--- src/rtl/wb_stage.sv ---
// Write-back stage: registers the EX/MEM result, extracts load data, and shares the
// single RF write port with a 2-entry mul/div result queue. Optional macro: WB_LDX_EN.
module wb_stage #(
    parameter int MDQ_DEPTH = 2
) (
    input  logic        clk,
    input  logic        rst_i,
    input  logic        mem_we_i,
    input  logic [4:0]  mem_addr_i,
    input  logic [31:0] mem_alu_i,
    input  logic [31:0] mem_dout_i,
    input  logic [2:0]  mem_ld_ctl_i,
    input  logic [1:0]  mem_badr_i,
    input  logic        cls_i,
    input  logic        clr_i,
    input  logic        md_valid_i,
    input  logic [4:0]  md_addr_i,
    input  logic [31:0] md_data_i,
    output logic        md_ready_o,
    output logic        wb_we_o,
    output logic [4:0]  wb_addr_o,
    output logic [31:0] wb_din_o,
    output logic [31:0] fw_mem_o,
    output logic        md_pend_o
);

    localparam int PW = 1;

    typedef struct packed {
        logic        vld;
        logic [4:0]  addr;
        logic [31:0] data;
    } mdq_ent_t;

    // ---------------- load extraction ----------------
    logic [31:0] ld_data;

`ifdef WB_LDX_EN
    logic [7:0]  ld_byte;
    logic [15:0] ld_half;

    always_comb begin
        // big-endian lane select: badr 0 is the most significant byte
        case (mem_badr_i)
            2'd0:    ld_byte = mem_dout_i[31:24];
            2'd1:    ld_byte = mem_dout_i[23:16];
            2'd2:    ld_byte = mem_dout_i[15:8];
            default: ld_byte = mem_dout_i[7:0];
        endcase
        ld_half = mem_badr_i[1] ? mem_dout_i[15:0] : mem_dout_i[31:16];
    end

    always_comb begin
        ld_data = mem_alu_i;
        case (mem_ld_ctl_i)
            3'd1:    ld_data = {{24{ld_byte[7]}}, ld_byte};
            3'd2:    ld_data = {24'd0, ld_byte};
            3'd3:    ld_data = {{16{ld_half[15]}}, ld_half};
            3'd4:    ld_data = {16'd0, ld_half};
            3'd5:    ld_data = mem_dout_i;
            default: ld_data = mem_alu_i;
        endcase
    end
`else
    logic unused_badr;
    assign unused_badr = ^mem_badr_i;

    always_comb begin
        ld_data = mem_alu_i;
        case (mem_ld_ctl_i)
            3'd1, 3'd2, 3'd3, 3'd4, 3'd5: ld_data = mem_dout_i;
            default:                      ld_data = mem_alu_i;
        endcase
    end
`endif

    // ---------------- stage register ----------------
    logic        st_we_q,   st_we_d;
    logic [4:0]  st_addr_q, st_addr_d;
    logic [31:0] st_data_q, st_data_d;
    logic        done_q,    done_d;
    logic        pipe_vld;

    assign pipe_vld = st_we_q && (st_addr_q != 5'd0) && !done_q;

    always_comb begin
        st_we_d   = st_we_q;
        st_addr_d = st_addr_q;
        st_data_d = st_data_q;
        done_d    = done_q;
        if (clr_i) begin
            st_we_d   = 1'b0;
            st_addr_d = 5'd0;
            st_data_d = 32'd0;
            done_d    = 1'b0;
        end else if (cls_i) begin
            // a held instruction writes back once; later stall cycles free the port
            done_d = done_q | pipe_vld;
        end else begin
            st_we_d   = mem_we_i;
            st_addr_d = mem_addr_i;
            st_data_d = ld_data;
            done_d    = 1'b0;
        end
    end

    always_ff @(posedge clk) begin
        if (rst_i) begin
            st_we_q   <= 1'b0;
            st_addr_q <= 5'd0;
            st_data_q <= 32'd0;
            done_q    <= 1'b0;
        end else begin
            st_we_q   <= st_we_d;
            st_addr_q <= st_addr_d;
            st_data_q <= st_data_d;
            done_q    <= done_d;
        end
    end

    assign fw_mem_o = st_data_q;

    // ---------------- mul/div result queue ----------------
    mdq_ent_t          mdq_q [MDQ_DEPTH];
    mdq_ent_t          mdq_d [MDQ_DEPTH];
    logic [PW-1:0]     rd_ptr_q, rd_ptr_d;
    logic [PW-1:0]     wr_ptr_q, wr_ptr_d;
    logic [PW:0]       cnt_q,    cnt_d;
    mdq_ent_t          head;
    logic              push, pop, head_wr;

    assign md_ready_o = (cnt_q != (PW+1)'(MDQ_DEPTH));
    assign md_pend_o  = (cnt_q != '0);
    assign push       = md_valid_i && md_ready_o;
    assign pop        = !pipe_vld && md_pend_o;
    assign head       = mdq_q[rd_ptr_q];
    // invalidated or r0 entries are still popped, just without a write
    assign head_wr    = pop && head.vld && (head.addr != 5'd0);

    always_comb begin
        for (int i = 0; i < MDQ_DEPTH; i++) begin
            mdq_d[i] = mdq_q[i];
            // younger pipeline write to the same register supersedes queued results
            if (pipe_vld && mdq_q[i].vld && (mdq_q[i].addr == st_addr_q))
                mdq_d[i].vld = 1'b0;
        end
        if (pop)
            mdq_d[rd_ptr_q].vld = 1'b0;
        if (push)
            mdq_d[wr_ptr_q] = '{vld: 1'b1, addr: md_addr_i, data: md_data_i};

        rd_ptr_d = pop  ? rd_ptr_q + 1'b1 : rd_ptr_q;
        wr_ptr_d = push ? wr_ptr_q + 1'b1 : wr_ptr_q;
        cnt_d    = cnt_q;
        case ({push, pop})
            2'b10:   cnt_d = cnt_q + 1'b1;
            2'b01:   cnt_d = cnt_q - 1'b1;
            default: cnt_d = cnt_q;
        endcase
    end

    always_ff @(posedge clk) begin
        if (rst_i) begin
            for (int i = 0; i < MDQ_DEPTH; i++)
                mdq_q[i] <= '0;
            rd_ptr_q <= '0;
            wr_ptr_q <= '0;
            cnt_q    <= '0;
        end else begin
            for (int i = 0; i < MDQ_DEPTH; i++)
                mdq_q[i] <= mdq_d[i];
            rd_ptr_q <= rd_ptr_d;
            wr_ptr_q <= wr_ptr_d;
            cnt_q    <= cnt_d;
        end
    end

    // ---------------- write-port arbitration ----------------
    logic [4:0]  last_addr_q;
    logic [31:0] last_din_q;

    always_comb begin
        wb_we_o   = 1'b0;
        wb_addr_o = last_addr_q;
        wb_din_o  = last_din_q;
        if (pipe_vld) begin
            wb_we_o   = 1'b1;
            wb_addr_o = st_addr_q;
            wb_din_o  = st_data_q;
        end else if (head_wr) begin
            wb_we_o   = 1'b1;
            wb_addr_o = head.addr;
            wb_din_o  = head.data;
        end
    end

    // idle cycles keep presenting the last written index/data
    always_ff @(posedge clk) begin
        if (rst_i) begin
            last_addr_q <= 5'd0;
            last_din_q  <= 32'd0;
        end else if (wb_we_o) begin
            last_addr_q <= wb_addr_o;
            last_din_q  <= wb_din_o;
        end
    end

endmodule

--- config.mk ---
export PLATFORM = sky130hd
export DESIGN_NAME = wb_stage
export DESIGN_NICKNAME = d
export VERILOG_FILES = /design/src/rtl/wb_stage.sv
export SDC_FILE = /design/constraint.sdc
export NUM_CORES = 1
export LEC_CHECK = 0
export ABC_AREA = 1
export BUFFER_PORTS_ARGS = -buffer_cell sky130_fd_sc_hd__buf_2
export CORE_ASPECT_RATIO = 1.25
export CORE_MARGIN = 10
export CORE_UTILIZATION = 55
export DETAILED_ROUTE_END_ITERATION = 8
export GPL_TIMING_DRIVEN = 1
export PLACE_DENSITY = 0.83
export SLEW_MARGIN = 20
export SYNTH_ARGS = -nofsm -noshare
export SYNTH_HDL_FRONTEND = slang
export SYNTH_SLANG_ARGS = --single-unit
--- constraint.sdc ---
create_clock -name clk -period 2.98 [get_ports clk]
set_input_delay 0.149 -clock clk [delete_from_list [all_inputs] [get_ports clk]]
set_output_delay 0.149 -clock clk [all_outputs]
set_load 0.02 [all_outputs]
==> results_dict.tcl <==
set metrics [dict create \
    met2_length_mm 11.6 \
    root_buffer "clkbuf_16" \
    fin_area_um2 8860 \
    crit_path_start_kind "flop" \
    run_status "completed" \
    routed_wirelength_mm 22.1 \
    post_cts_buffers 0 \
    die_h_um 147 \
    layout.nets 1284 \
    core_um2 12700 \
    rows 46 \
    met3_length_mm 1.40 \
    period_minus_slack_ns 2.77 \
    path_max_fanout 30 \
    die_area_um2 17900 \
    clock_latency_ns 0.43 \
    critPathArrivalTime_ns 2.62 \
    syn_inst 1011 \
    rrSetupSlack_ns 0.84 \
    power.density_nw_per_um2 758 \
    top_layer "met5" \
    cts_made_buffers 17 \
    die_w_um 122 \
    track_usage 0.241 \
    cts_tree "yes" \
    fin_skew_ns 0.00661 \
    clk_pin_slew_ns 0.06 \
    detail_route.first_pass.iterations 6 \
    hold_buffers 10 \
    hpwl_mm 15.3 \
    grt_max_degree 102 \
    fin_util 0.697 \
    synth.distinct_cells 23 \
    vias_per_cell 5.48 \
    hp-class "input pin to flop" \
    portBuffers 186 \
    synth_nets 1129 \
    criticalPathCategory "flop to output pin" \
    synthToLayoutAreaGrowth_pct 24.5 \
    ioPinCount 189 \
    cts_buffer_depth 2 \
    vdd_drop_max_uv 444 \
    ys_ff_latch 157 \
    start_util 0.560 \
    met1_length_mm 8.11 \
    fin_ws_ns 0.207 \
    syn-cell-area_um2 7120 \
    gp_congestion 0.898 \
    worst_setup_path_end_kind "output pin" \
    cellLeakagePower_nw 4.20 \
    worstMarginPinSlew_ns 1.05 \
    setup_viol 0 \
    overflow 0 \
    crit_required_ns 2.83 \
    p_total_mw 6.72 \
    pre_cts_ws_ns 0.727 \
    placed_area_um2 8120 \
    final_layout_size_suffix_gt1_frac 0.206 \
    finalHoldViolations 0 \
    max_freq_ghz 0.361 \
    placed_cells 1305 \
    grt_pass1_wl_mm 34.8 \
    clock_sinks 157 \
    yosysWarningCount 0 \
    num_vias 7392 \
    ant_nets 0 \
    final_max_slew_viol_count 0 \
    post-route-drc-count 0 \
    setup-tns-final_ns 0 \
    timing.hold.ws_ns 0.00663 \
    maxCapViolations 0 \
    slew_headroom 0.299 \
    post-route-period-util 0.931 \
    first_global_vias 7301 \
    rsz0062_at_grt "no" \
    nFillCells 1095 \
    wl_per_cell_um 16.4 \
    drt_iter0_drc 489 \
    synth_area_per_cell_um2 7.04 \
    antenna_found_initial 2 \
    synth_seq_area_share 0.441 \
    layout.cells.non_filler 1348 \
    cts.htree.levels 4 \
    ctsResizeCount 0 \
]
## cells in the final DEF, fill, tap and decap left out, types with 3 or more instances in the layout
cell / count
buf_2: 185
nand2_1: 172
dfxtp_1: 156
nand3_1: 143
inv_1: 123
a21oi_1: 122
nor2_1: 83
a211oi_1: 39
o21ai_0: 38
o211ai_1: 32
clkbuf_16: 17
buf_4: 11
dlygate4sd3_1: 10
xnor2_1: 6
nor3_1: 5
buf_12: 5
xor2_1: 4
bufinv_16: 4
clkbuf_8: 4
clkinv_2: 4
inv_2: 3
nor2_2: 3
clkinvlp_4: 3
## worst paths after layout
path,startpoint,endpoint,cells after the start
worst max-delay path,st_addr_q[2]$_SDFFE_PP0N_,wb_din_o[24],10
worst min-delay path,md_data_i[2],mdq_q[1][2]$_SDFFE_PP0P_,3
worst max register to register,st_addr_q[2]$_SDFFE_PP0N_,last_din_q[10]$_SDFFE_PP0P_,9
worst min register to register,mdq_q[0][2]$_SDFFE_PP0P_,mdq_q[0][2]$_SDFFE_PP0P_,2
## sequential cells by signal, indices dropped and copies added, names as in the netlist, named ones only
name	cells
mdq_q	76
done_q	1
last_addr_q	5
cnt_q	2
rd_ptr_q	1
wr_ptr_q	1
last_din_q	32
fw_mem_o	32
st_we_q	1
st_addr_q	5
## routing by layer
layer,vias up,GRT usage
li1,3638,-
met1,3447,0.237
met2,236,0.435
met3,69,0.0663
met4,2,0.139
met5,-,0
## Yosys cell counts (all sizes together)
cell type	count	area [um^2]
nand2	173	649
o21ai	38	190
a21oi	122	611
or3	1	6.26
clkbuf	52	195
nor3	5	25.0
nand3	144	721
buf	23	138
inv	126	473
nor2	86	328
a211oi	39	293
or2	1	6.26
o211ai	32	240
xnor2	6	52.6
dfxtp	157	3140
ha	1	12.5
xor2	4	35.0
clkinv	1	3.75
## area by class of cell
class	count	area, um^2	share of cell area
Timing Repair Buffer	211	1210	0.136
Tap cell	168	210	0.0237
Inverter	127	477	0.0538
Clock inverter	11	163	0.0183
Multi-Input combinational cell	652	3180	0.359
Sequential cell	157	3140	0.355
Antenna cell	1	2.50	0.000282
Clock buffer	21	480	0.0542
## kinds of logic (layout without fill, tap and decap cells)
group,count (synthesis),in the layout,synth area share
adders and majority gates,1,1,0.00176
and+or+nand+nor,410,410,0.244
other,0,1,0
DFF,157,157,0.441
xor gates and xnor gates,10,10,0.0123
buffers and inverters,202,370,0.114
AOI/OAI and AO/OA,231,231,0.187
## critical path, cell delays in order (launching register included)
cell	delay (ns)
dfxtp_1	0.38
nor2_1	0.12
nand3_1	0.12
nand3_2	0.10
buf_4	0.31
nand3_1	0.13
nor2_2	0.37
buf_12	0.26
a21oi_1	0.12
nand2_1	0.11
buf_2	0.17
## report_power, final
group,switching [mW],leakage (nW),internal [mW]
clock,0.851,0.311,1.48
combinational,1.28,2.60,0.606
sequential,0.155,1.28,2.34
total,2.29,4.20,4.43
Note: power is estimated with default switching activity, not from simulation.
